`config.mk`:
```
export PLATFORM = sky130hd
export DESIGN_NAME = kf76489_bus_interface
export DESIGN_NICKNAME = d
export VERILOG_FILES = /design/src/rtl/kf76489_pkg.sv /design/src/rtl/kf76489_input_synchronizer.sv /design/src/rtl/kf76489_bus_interface.sv
export SDC_FILE = /design/constraint.sdc
export NUM_CORES = 1
export LEC_CHECK = 0
export CORE_ASPECT_RATIO = 0.8
export CORE_UTILIZATION = 29
export CTS_BUF_LIST = sky130_fd_sc_hd__clkbuf_8
export CTS_CLUSTER_SIZE = 30
export DETAILED_ROUTE_END_ITERATION = 12
export PLACE_DENSITY = 0.58
export SYNTH_ARGS = -nofsm -noshare
export SYNTH_HDL_FRONTEND = slang
export SYNTH_HIERARCHICAL = 1
export SYNTH_SLANG_ARGS = --single-unit
```
`constraint.sdc`:
```
create_clock -name clock -period 2.1 [get_ports clock]
set_clock_uncertainty 0.1 [all_clocks]
set_input_delay 0.525 -clock clock [delete_from_list [all_inputs] [get_ports clock]]
set_output_delay 0.525 -clock clock [all_outputs]
set_load 0.03 [all_outputs]
```
`src/rtl/kf76489_pkg.sv`:
```
// Shared types and byte-decode helpers for the KF76489 host bus interface.
package kf76489_pkg;

  typedef enum logic [1:0] {
    TONE0 = 2'd0,
    TONE1 = 2'd1,
    TONE2 = 2'd2,
    NOISE = 2'd3
  } channel_t;

  typedef struct packed {
    channel_t channel;
    logic     attenuation_select;
  } latch_register_t;

  typedef enum logic [1:0] {
    IDLE   = 2'd0,
    STROBE = 2'd1,
    BUSY   = 2'd2
  } state_t;

  // Bit positions in the host byte (bit k = datasheet Dk).
  localparam int unsigned LATCH_FLAG_BIT  = 0;
  localparam int unsigned CHANNEL_MSB_BIT = 1;
  localparam int unsigned CHANNEL_LSB_BIT = 2;
  localparam int unsigned ATTENUATION_BIT = 3;

  // Extract the latch target carried by a latch byte.
  function automatic latch_register_t decode_latch(input logic [7:0] byte_in);
    latch_register_t result;
    result.channel            = channel_t'({byte_in[CHANNEL_MSB_BIT], byte_in[CHANNEL_LSB_BIT]});
    result.attenuation_select = byte_in[ATTENUATION_BIT];
    return result;
  endfunction

endpackage

```
`src/rtl/kf76489_input_synchronizer.sv`:
```
// Two-flop synchronizer for an active-low asynchronous host pin; resets to the inactive level.
module kf76489_input_synchronizer (
  input  logic clock,
  input  logic reset,
  input  logic async_in,
  output logic sync_out
);

  logic stage1;

  // Double-register the pin into the clock domain.
  always_ff @(posedge clock or posedge reset) begin
    if (reset) begin
      stage1   <= 1'b1;
      sync_out <= 1'b1;
    end else begin
      stage1   <= async_in;
      sync_out <= stage1;
    end
  end

endmodule

```
`src/rtl/kf76489_bus_interface.sv`:
```
// KF76489 host write port: synchronizes host pins, decodes latch/data bytes,
// issues single-clock write strobes and drives the READY handshake.
module kf76489_bus_interface #(
  parameter int unsigned BUSY_CYCLES = 32
) (
  input  logic       clock,
  input  logic       reset,
  input  logic       clock_enable,
  input  logic       chip_enable_n,
  input  logic       write_enable_n,
  input  logic [7:0] data_bus_in,
  output logic       ready,
  output logic [7:0] internal_data_bus,
  output logic [2:0] write_tone_frequency_low,
  output logic [2:0] write_tone_frequency_high,
  output logic [2:0] write_tone_attenuation,
  output logic       write_noise_control,
  output logic       write_noise_attenuation
);

  import kf76489_pkg::*;

  localparam int unsigned COUNT_WIDTH = $clog2(BUSY_CYCLES + 1);
  localparam logic [COUNT_WIDTH-1:0] LAST_COUNT = COUNT_WIDTH'(BUSY_CYCLES - 1);

  logic                   chip_enable_sync_n;
  logic                   write_enable_sync_n;
  logic                   access;
  logic                   armed;
  logic [1:0]             settle;
  logic                   accept;
  state_t                 state;
  state_t                 next_state;
  logic [COUNT_WIDTH-1:0] busy_count;
  latch_register_t        latch_register;
  latch_register_t        target;
  logic [2:0]             tone_mask;
  logic [2:0]             next_frequency_low;
  logic [2:0]             next_frequency_high;
  logic [2:0]             next_attenuation;
  logic                   next_noise_control;
  logic                   next_noise_attenuation;

  kf76489_input_synchronizer chip_enable_synchronizer (
    .clock    (clock),
    .reset    (reset),
    .async_in (chip_enable_n),
    .sync_out (chip_enable_sync_n)
  );

  kf76489_input_synchronizer write_enable_synchronizer (
    .clock    (clock),
    .reset    (reset),
    .async_in (write_enable_n),
    .sync_out (write_enable_sync_n)
  );

  assign access = ~chip_enable_sync_n & ~write_enable_sync_n;
  assign accept = (state == IDLE) & access & armed;

  // Re-arm once the host has been seen idle. The synchronizers read "idle" for
  // two clocks after reset regardless of the pins, so arming waits for them to
  // settle; otherwise an access held through reset would be accepted.
  always_ff @(posedge clock or posedge reset) begin
    if (reset) begin
      settle <= '0;
      armed  <= 1'b0;
    end else begin
      settle <= {settle[0], 1'b1};
      if (accept) begin
        armed <= 1'b0;
      end else if (settle[1] && !access) begin
        armed <= 1'b1;
      end
    end
  end

  // FSM state register.
  always_ff @(posedge clock or posedge reset) begin
    if (reset) begin
      state <= IDLE;
    end else begin
      state <= next_state;
    end
  end

  // FSM next-state and READY.
  always_comb begin
    next_state = state;
    ready      = 1'b0;
    unique case (state)
      IDLE: begin
        ready = 1'b1;
        if (accept) next_state = STROBE;
      end
      STROBE: next_state = BUSY;
      BUSY: begin
        if (clock_enable && (busy_count == LAST_COUNT)) next_state = IDLE;
      end
      default: next_state = IDLE;
    endcase
  end

  // Busy counter: cleared in STROBE so BUSY starts at zero, counts clock_enable ticks.
  always_ff @(posedge clock or posedge reset) begin
    if (reset) begin
      busy_count <= '0;
    end else if (state == STROBE) begin
      busy_count <= '0;
    end else if ((state == BUSY) && clock_enable) begin
      busy_count <= busy_count + 1'b1;
    end
  end

  // Decode the strobe a byte would produce against the current latch register.
  always_comb begin
    target                 = latch_register;
    next_frequency_low     = '0;
    next_frequency_high    = '0;
    next_attenuation       = '0;
    next_noise_control     = 1'b0;
    next_noise_attenuation = 1'b0;
    if (data_bus_in[LATCH_FLAG_BIT]) target = decode_latch(data_bus_in);
    tone_mask = 3'b001 << target.channel;
    if (target.channel == NOISE) begin
      if (target.attenuation_select) next_noise_attenuation = 1'b1;
      else                           next_noise_control     = 1'b1;
    end else if (target.attenuation_select) begin
      next_attenuation = tone_mask;
    end else if (data_bus_in[LATCH_FLAG_BIT]) begin
      next_frequency_low = tone_mask;
    end else begin
      next_frequency_high = tone_mask;
    end
  end

  // Register the accepted byte, latch target and one-clock strobes.
  always_ff @(posedge clock or posedge reset) begin
    if (reset) begin
      internal_data_bus         <= '0;
      latch_register            <= '{channel: TONE0, attenuation_select: 1'b0};
      write_tone_frequency_low  <= '0;
      write_tone_frequency_high <= '0;
      write_tone_attenuation    <= '0;
      write_noise_control       <= 1'b0;
      write_noise_attenuation   <= 1'b0;
    end else begin
      write_tone_frequency_low  <= '0;
      write_tone_frequency_high <= '0;
      write_tone_attenuation    <= '0;
      write_noise_control       <= 1'b0;
      write_noise_attenuation   <= 1'b0;
      if (accept) begin
        internal_data_bus         <= data_bus_in;
        write_tone_frequency_low  <= next_frequency_low;
        write_tone_frequency_high <= next_frequency_high;
        write_tone_attenuation    <= next_attenuation;
        write_noise_control       <= next_noise_control;
        write_noise_attenuation   <= next_noise_attenuation;
        if (data_bus_in[LATCH_FLAG_BIT]) latch_register <= target;
      end
    end
  end

endmodule
```
; ---- Word level (Yosys, flattened, before mapping)
; Index checks and enable logic that the tools add are counted.
[totals]
register_bits = 37
out_inout_bits = 20
[classes]
n_reduce_logical = 9
bitwise = 5
shift = 1
add_sub_neg = 1
muxes = 26
eq_ne = 6
[ops]
columns = op, count
row1 = $mux 3, 12
row2 = $mux 6, 2
row3 = $mux 1, 9
row4 = $add 6x1->6 const B, 1
row5 = $eq 6x5->1 const B, 1
row6 = $pmux 2 s3, 1
row7 = $eq 2x2->1 const B, 2
row8 = $mux 2, 2
row9 = $ne 2x2->1 const B, 2
row10 = $reduce_and 2->1, 2
row11 = $reduce_bool 2->1, 2
row12 = $and 1x1->1, 3
row13 = $logic_and 1x1->1, 3
row14 = $shl 1x2->3 const A, 1
row15 = $eq 2x1->1 const B, 1
row16 = $logic_not 2->1, 1
row17 = $not 1->1, 2
row18 = $logic_not 1->1, 1

; ---- Depth between registers and ports, before layout
; Gate-level depths: netlist of run 1.
[logic_depth]
depth_word = 6
ltp_mapped = 4
depth_no_buf = 4

; ---- Hierarchy
; Netlist of run 1, hierarchy kept.
[by_module_without_submodules]
columns = mod, area_each_um2, n_inst, cells_each
row1 = kf76489_bus_interface, 1405.1, 1, 114
row2 = kf76489_input_synchronizer, 56.3, 2, 3

; ---- Worst setup path after synthesis of run 1
; Ideal clock, no wire load.
[synth_timing]
path_kind = register to output
from = register state[0]
to = output port ready
arrival_ns = 1.059
setup_slack_ns = 0.416
path_stages_with_launch = 3
n_path_buf = 1
path_cell_list = dfrtp_1 clkbuf_1 nor2_1
[synth_between]
elab_chain_len = 2
[synth_rtl]
columns = item, line
row1 = from (decl), kf76489_bus_interface.sv:32  ; state_t state;
row2 = from (signal assigned), kf76489_bus_interface.sv:83  ; state <= next_state;
row3 = $logic_not 2->1, kf76489_bus_interface.sv:91  ; unique case (state)
row4 = $mux 1, kf76489_bus_interface.sv:91
row5 = to (decl), kf76489_bus_interface.sv:12  ; output logic ready,
; Every way passes these cells.

; ---- Worst setup path in the final report of run 1
[layout_timing]
from = register internal_data_bus[0]
to = output port internal_data_bus[0]
[layout_rtl]
columns = item, line
row1 = from (decl), kf76489_bus_interface.sv:13  ; output logic [7:0] internal_data_bus,
row2 = from (signal assigned), kf76489_bus_interface.sv:154  ; internal_data_bus <= data_bus_in;
; No word-level cell between the ends.

==> insert_results.sql, run 1 <==
INSERT INTO impl_metrics (metric_group, metric, value, unit) VALUES
('status', 'outcome', 'finished, final reports clean', ''),
('cts', 'number_of_buffers_created_by_cts', '5', ''),
('grt', 'grt_overflow_total', '0', ''),
('floorplan', 'ioPinCount', '33', ''),
('finish', 'fin_nets', '174', ''),
('synthesis', 'yosysSeqAreaShare', '61.34', '%'),
('floorplan', 'starting_density_of_the_core', '30.14', '%'),
('synthesis', 'flop_and_latch_count_out_of_synthesis', '37', ''),
('synthesis', 'netlist.area_leader.share', '54.41', '%'),
('timing', 'fmax', '510.9', 'MHz'),
('critical_path', 'crit_chain', 'clkdlybuf4s50_1', ''),
('job', 'maxCapViolCount', '0', ''),
('critical_path', 'crit_path_top_delay_cell', 'sky130_fd_sc_hd__clkdlybuf4s50_1', ''),
('synthesis', 'post_syn_instances', '120', ''),
('route', 'drtAntennaViolNets', '0', ''),
('timing', 'grt_setup_unrepaired', 'no', ''),
('pwr', 'power_leakage', '0.0008924', 'uW'),
('route', 'wire_per_inst', '13.58', 'um'),
('timing', 'tightest_hold_margin', '0.2556', 'ns'),
('cts', 'cts_post_setup_buffers_inserted', '0', ''),
('route', 'routed-via-count', '1051', ''),
('synthesis', 'syn-num-nets', '134', ''),
('timing', 'timing_max_transition_violations_final', '0', ''),
('cts', 'cts-root-buf', 'sky130_fd_sc_hd__clkbuf_8', ''),
('critical_path', 'cp_num_buf_inv', '1', ''),
('pwr', 'total_power', '2436', 'uW'),
('synthesis', 'synthesis.area_per_instance', '12.65', 'um^2'),
('finish', 'layout-area-overhead-vs-synth', '32.40', '%'),
('floorplan', 'die_height', '66.71', 'um'),
('grt', 'initial_antenna_violation_count', '0', ''),
('synthesis', 'number_of_flops_mapped_to_enable_cells_by_yosys', '0', ''),
('place', 'place.port_buffers', '32', ''),
('finish', 'post_route_cells_drive_above_1_share', '18.63', '%'),
('cts', 'clock_transition_at_the_registers_of_the_reported_paths', '0.08', 'ns'),
('cts', 'cts_hold_repair.buffers', '0', ''),
('cts', 'clock_latency', '0.29', 'ns'),
('finish', 'seqCellArea', '930.9', 'um^2'),
('finish', 'multiInputGateArea', '539.3', 'um^2'),
('timing', 'layout_worst_path_cycle_share', '93.20', '%'),
('finish', 'n_fill_cell', '481', ''),
('floorplan', 'num_rows', '23', ''),
('timing', 'report.final.hold_viol_count', '0', ''),
('cts', 'clk_path_buf_depth', '2', ''),
('place', 'place_hpwl', '2141', 'um'),
('cts', 'clock_tree.htree_level_count', '2', ''),
('critical_path', 'required', '1.47', 'ns'),
('route', 'firstDrtPassIters', '4', ''),
('critical_path', 'crit_type', 'reg2out', ''),
('min_path', 'hold_class', 'reg2reg', ''),
('finish', 'n_antenna_cell', '0', ''),
('critical_path', 'setup.reg_to_reg.worst_slack', '0.24', 'ns'),
('synthesis', 'synthDominantAreaCellType', 'sky130_fd_sc_hd__dfrtp_1', ''),
('pwr', 'power-per-cell-area', '1212', 'nW/um^2'),
('min_path', 'worstHoldPathCells', '0', ''),
('synthesis', 'post_synth_main_area_contributors', 'sky130_fd_sc_hd__dfrtp_1 54%, sky130_fd_sc_hd__dfstp_2 6.9%, sky130_fd_sc_hd__mux2_4 5.9%, sky130_fd_sc_hd__mux2_2 3.7%, sky130_fd_sc_hd__nor3b_1 2.0%', ''),
('grt', 'via_count_of_the_first_global_routing_pass', '1155', ''),
('grt', 'grt_start_max_net_pins', '34', ''),
('cts', 'clock_tree_from_tritoncts', 'done', ''),
('finish', 'mostFrequentLayoutCell', 'sky130_fd_sc_hd__dfrtp_1', ''),
('floorplan', 'die_w', '82.88', 'um'),
('cts', 'postCtsResizedCells', '1', ''),
('critical_path', 'cp-start-kind', 'flip-flop', ''),
('timing', 'setup-tns-final', '0', 'ns'),
('synthesis', 'post_synth_num_cell_types', '39', ''),
('floorplan', 'core', '5036', 'um^2'),
('route', 'drt-total-wl', '3028', 'um'),
('synthesis', 'yosys_most_used_dff', 'sky130_fd_sc_hd__dfrtp_1', ''),
('synthesis', 'async_reset_ff_share', '100.0', '%'),
('critical_path', 'cp_peak_stage_delay', '0.69', 'ns'),
('route', 'post-route-drc-count', '0', ''),
('critical_path', 'critical_path.endpoint_type', 'output port', '');
-- synthesized netlist by cell type (all sizes together) (2+ instances only) --
cell type and n:
o21ai 5, nand2 8, nor3b 4, dfrtp 33, nand4 2, nand3 5, a21oi 3, mux2i 2
dfstp 4, nor4 2, inv 6, nand2b 3, buf 3, and3 2, o22ai 2, nor3 4
mux2 11, nor2 5
-- layer usage --
| layer | vias to the layer above | track usage, % | wire [um] |
|---|---|---|---|
| met1 | 513 | 15.25 | 1405 |
| met5 | - | 0 | 0 |
| li1 | 503 | - | - |
| met2 | 33 | 20.39 | 1402 |
| met4 | 0 | 4.310 | 19 |
| met3 | 2 | 5.700 | 199 |
-- where the power goes --
part | switching (uW) | total [uW] | leakage (uW) | internal [uW]
clock | 241 | 466 | 0.0000491 | 225
sequential | 164 | 1070 | 0.000462 | 908
combinational | 464 | 899 | 0.000382 | 435
total | 869 | 2440 | 0.000892 | 1570
-- layout make-up --
class / instances / area share (%)
Clock buffer: 5 / 3.425
Inverter: 6 / 1.121
Tap cell: 62 / 3.861
Sequential cell: 37 / 46.33
Timing Repair Buffer: 37 / 17.75
Multi-Input combinational cell: 73 / 26.84
Clock inverter: 3 / 0.6849
-- worst paths after layout --
check / startpoint / end
worst max-delay path: internal_data_bus[0] / internal_data_bus[0]
worst min-delay path: write_enable_synchronizer/stage1 / write_enable_synchronizer/sync_out
worst max register to register: state[0] / internal_data_bus[3]
worst min register to register: write_enable_synchronizer/stage1 / write_enable_synchronizer/sync_out
max in group asynchronous: reset / internal_data_bus[2]
min in group asynchronous: reset / chip_enable_synchronizer/stage1
-- cell families after synthesis --
family	count (synthesis)	share of synthesized area, %
adder cells (fa/ha/maj)	1	0.8243
multiplexers	13	10.96
AO/OA/AOI/OAI	17	7.090
flip-flops	37	61.34
buffers and inverters	10	3.132
AND/OR/NAND/NOR	41	16.41
other	1	0.2471
-- state kept, by name, indices dropped and copies added (netlist names) --
register / count
write_tone_frequency_high: 3
armed: 1
state: 2
write_noise_control: 1
write_enable_synchronizer/stage1: 1
chip_enable_synchronizer/stage1: 1
latch_register: 3
settle: 2
write_enable_synchronizer/sync_out: 1
write_tone_attenuation: 3
write_tone_frequency_low: 3
internal_data_bus: 8
write_noise_attenuation: 1
chip_enable_synchronizer/sync_out: 1
busy_count: 6
-- per-stage QoR --
stage,instance area (um^2),setup WS (ns),utilization [%],std cells
2_1_floorplan,1518,0.4164,-,120
3_3_place_gp,1928,0.1979,38.29,215
3_5_place_dp,1928,0.1855,38.29,215
4_1_cts,2009,0.1358,39.90,223
5_1_grt,2009,0.08969,39.90,223
6_report,2009,0.1428,39.90,223
Note: power is estimated with default switching activity, not from simulation.
==> run 2: changes to the inputs <==
--- a/config.mk
+++ b/config.mk
@@ -8,6 +8,7 @@
 export CORE_ASPECT_RATIO = 0.8
 export CORE_UTILIZATION = 29
 export CTS_BUF_LIST = sky130_fd_sc_hd__clkbuf_8
+export CTS_CLUSTER_DIAMETER = 60
 export CTS_CLUSTER_SIZE = 30
 export DETAILED_ROUTE_END_ITERATION = 12
 export PLACE_DENSITY = 0.58
==> constraint.sdc (replaced) <==
create_clock -name clock -period 2.1 [get_ports clock]
set_clock_uncertainty 0.1 [all_clocks]
set_input_delay 0.525 -clock clock [delete_from_list [all_inputs] [get_ports clock]]
set_output_delay 0.525 -clock clock [all_outputs]
set_load 0.02 [all_outputs]
==> run 2 against run 1 <==
Against the previous run: sequential cell count is the same; clock-buffer cell count grew 1; cell area grew 0.31%; critical path depth is the same; global-route usage shrank 0.71 points; power shrank 1.1%; wire length shrank 2.8%.
==> insert_results.sql, run 2 (synthesized netlist as in run 1, its figures left out) <==
INSERT INTO impl_metrics (metric_group, metric, value, unit) VALUES
('route', 'routed-via-count', '1044', ''),
('finish', 'mostFrequentLayoutCell', 'sky130_fd_sc_hd__dfrtp_1', ''),
('cts', 'clk_path_buf_depth', '2', ''),
('route', 'drt-total-wl', '2942', 'um'),
('grt', 'initial_antenna_violation_count', '0', ''),
('grt', 'grt_overflow_total', '0', ''),
('status', 'outcome', 'finished, final reports clean', ''),
('floorplan', 'num_rows', '23', ''),
('grt', 'grt_usage', '11.98', '%'),
('finish', 'final_cells', '222', ''),
('finish', 'fin_nets', '173', ''),
('critical_path', 'critPathLaunch', 'internal_data_bus[0]', ''),
('cts', 'clock_transition_at_the_registers_of_the_reported_paths', '0.08', 'ns'),
('floorplan', 'core', '5036', 'um^2'),
('finish', 'largest_reg_flops', '8', ''),
('critical_path', 'cp_num_buf_inv', '1', ''),
('timing', 'setup_viol_count_final', '0', ''),
('critical_path', 'r2r-start', 'state[1]', ''),
('timing', 'report.final.hold_viol_count', '0', ''),
('finish', 'n_fill_cell', '467', ''),
('place', 'place_hpwl', '2119', 'um'),
('cts', 'number_of_buffers_created_by_cts', '5', ''),
('cts', 'clock_latency', '0.29', 'ns'),
('timing', 'layout_worst_path_cycle_share', '89.89', '%'),
('min_path', 'hold_class', 'reg2reg', ''),
('critical_path', 'crit_type', 'reg2out', ''),
('floorplan', 'ioPinCount', '33', ''),
('critical_path', 'timing.critical_path.depth', '1', ''),
('route', 'firstDrtPassIters', '4', ''),
('pwr', 'power_leakage', '0.0008897', 'uW'),
('timing', 'min_period', '1.888', 'ns'),
('finish', 'registers.top_by_ff_count', 'internal_data_bus', ''),
('place', 'place.port_buffers', '32', ''),
('critical_path', 'cp_peak_stage_delay', '0.62', 'ns'),
('floorplan', 'starting_density_of_the_core', '30.14', '%'),
('cts', 'cts_post_setup_buffers_inserted', '0', ''),
('place', 'place.gp.congestion', '0.7768', ''),
('grt', 'grt_start_max_net_pins', '34', ''),
('timing', 'fmax', '529.7', 'MHz'),
('cts', 'clock_tree.htree_level_count', '2', ''),
('floorplan', 'die_height', '66.71', 'um'),
('critical_path', 'crit_fanout', '2', ''),
('critical_path', 'cp-start-kind', 'flip-flop', ''),
('grt', 'via_count_of_the_first_global_routing_pass', '1052', ''),
('critical_path', 'r2r.worst_path.cells', '4', ''),
('timing', 'timing_max_transition_violations_final', '0', ''),
('grt', 'wire_length_of_the_first_global_routing_pass', '5037', 'um'),
('finish', 'n_antenna_cell', '0', ''),
('critical_path', 'crit_path_top_delay_cell', 'sky130_fd_sc_hd__clkdlybuf4s50_1', ''),
('finish', 'post_route_cells_drive_above_1_share', '18.75', '%'),
('route', 'wire_per_inst', '13.25', 'um'),
('critical_path', 'timing.critical_path.to', 'internal_data_bus[0]', ''),
('route', 'first_iter_violations', '69', ''),
('critical_path', 'r2r_end', 'internal_data_bus[5]', ''),
('cts', 'cts_hold_repair.buffers', '0', ''),
('pwr', 'power-per-cell-area', '1196', 'nW/um^2'),
('critical_path', 'crit_chain', 'clkdlybuf4s50_1', ''),
('critical_path', 'critical_path.endpoint_type', 'output port', ''),
('critical_path', 'crit_family', 'buffers and inverters', ''),
('finish', 'seqCellArea', '930.9', 'um^2'),
('min_path', 'worstHoldPathCells', '0', ''),
('finish', 'layout-area-overhead-vs-synth', '32.81', '%'),
('floorplan', 'die_area', '5529', 'um^2'),
('floorplan', 'die_w', '82.88', 'um'),
('job', 'maxCapViolCount', '0', ''),
('finish', 'reg.largest.list', 'internal_data_bus (8), busy_count (6)', ''),
('finish', 'multiInputGateArea', '539.3', 'um^2'),
('place', 'place.detailed.instances', '214', ''),
('cts', 'cts-root-buf', 'sky130_fd_sc_hd__clkbuf_8', ''),
('cts', 'cts_num_sinks', '37', ''),
('critical_path', 'required', '1.47', 'ns'),
('cts', 'clock_tree_from_tritoncts', 'done', ''),
('route', 'post_drt_via_cell_ratio', '4.703', ''),
('timing', 'setup-tns-final', '0', 'ns'),
('route', 'post-route-drc-count', '0', ''),
('pwr', 'ir_drop', '610.8', 'uV'),
('critical_path', 'crit_arrival', '1.26', 'ns'),
('timing', 'grt_setup_unrepaired', 'no', ''),
('route', 'drtAntennaViolNets', '0', ''),
('critical_path', 'setup.reg_to_reg.worst_slack', '0.22', 'ns'),
('finish', 'layout_common_cells', '33 x sky130_fd_sc_hd__dfrtp_1, 31 x sky130_fd_sc_hd__clkdlybuf4s50_1, 7 x sky130_fd_sc_hd__nand2_1', '');
-- run 2: cell types whose count changed in the layout (fill, tap and decap cells not counted), sizes merged --
| cell | previous run | this run |
|---|---|---|
| buf | 5 | 4 |
| clkbuf | 5 | 6 |
| inv | 7 | 6 |
-- run 2: timing repair --
action,4_1_cts,5_1_grt
endpoints found under the hold margin,0,0
resized for setup,1,0
setup endpoints to repair,1,0
-- run 2: layer usage --
layer  routed length [um]  part of all wire (%)  vias up  GRT usage (%)
met5                    0                     0        -              0
met3                  164                   5.6        6          3.594
met2                 1283                    44       33          18.24
met1                 1423                    48      504          15.19
met4                   71                   2.4        0          7.112
li1                     -                     -      501              -
-- run 2: power breakdown --
part	switching (uW)	internal (uW)
combinational	374	435
sequential	173	907
clock	255	266
-- run 2: worst min path at each step --
stage / startpoint / slack (ns) / to
after floorplan: settle[0] / 0.23 / settle[1]
after global placement: settle[0] / 0.23 / settle[1]
after detailed placement: settle[0] / 0.24 / settle[1]
after CTS: settle[0] / 0.25 / settle[1]
after global routing: settle[0] / 0.26 / settle[1]
final: settle[0] / 0.25 / settle[1]
-- run 2: final cells by class --
| class | instances | area share (%) |
|---|---|---|
| Inverter | 6 | 1.117 |
| Clock buffer | 6 | 4.097 |
| Tap cell | 62 | 3.849 |
| Multi-Input combinational cell | 73 | 26.75 |
| Timing Repair Buffer | 36 | 17.32 |
| Clock inverter | 2 | 0.6828 |
| Sequential cell | 37 | 46.18 |
-- run 2: metrics by stage --
step | power, uW | cell area (um^2) | utilization (%) | hold slack, ns | worst slack [ns]
final | 2410 | 2016 | 40.02 | 0.2477 | 0.2123
after global routing | 2563 | 2016 | 40.02 | 0.2615 | 0.07454
after CTS | 2443 | 2016 | 40.02 | 0.2519 | 0.1960
after detailed placement | 1918 | 1921 | 38.14 | 0.2358 | 0.05432
after global placement | 1886 | 1921 | 38.14 | 0.2343 | 0.09026
after floorplan | 1577 | 1518 | - | 0.2312 | 0.5067
==> run 3: changes to the inputs <==
--- a/config.mk
+++ b/config.mk
@@ -12,6 +12,7 @@
 export CTS_CLUSTER_SIZE = 30
 export DETAILED_ROUTE_END_ITERATION = 12
 export PLACE_DENSITY = 0.58
+export SLEW_MARGIN = 20
 export SYNTH_ARGS = -nofsm -noshare
 export SYNTH_HDL_FRONTEND = slang
 export SYNTH_HIERARCHICAL = 1
==> results of run 3 <==
Same layout as run 2: the final DEF is identical, and so are final timing and power.
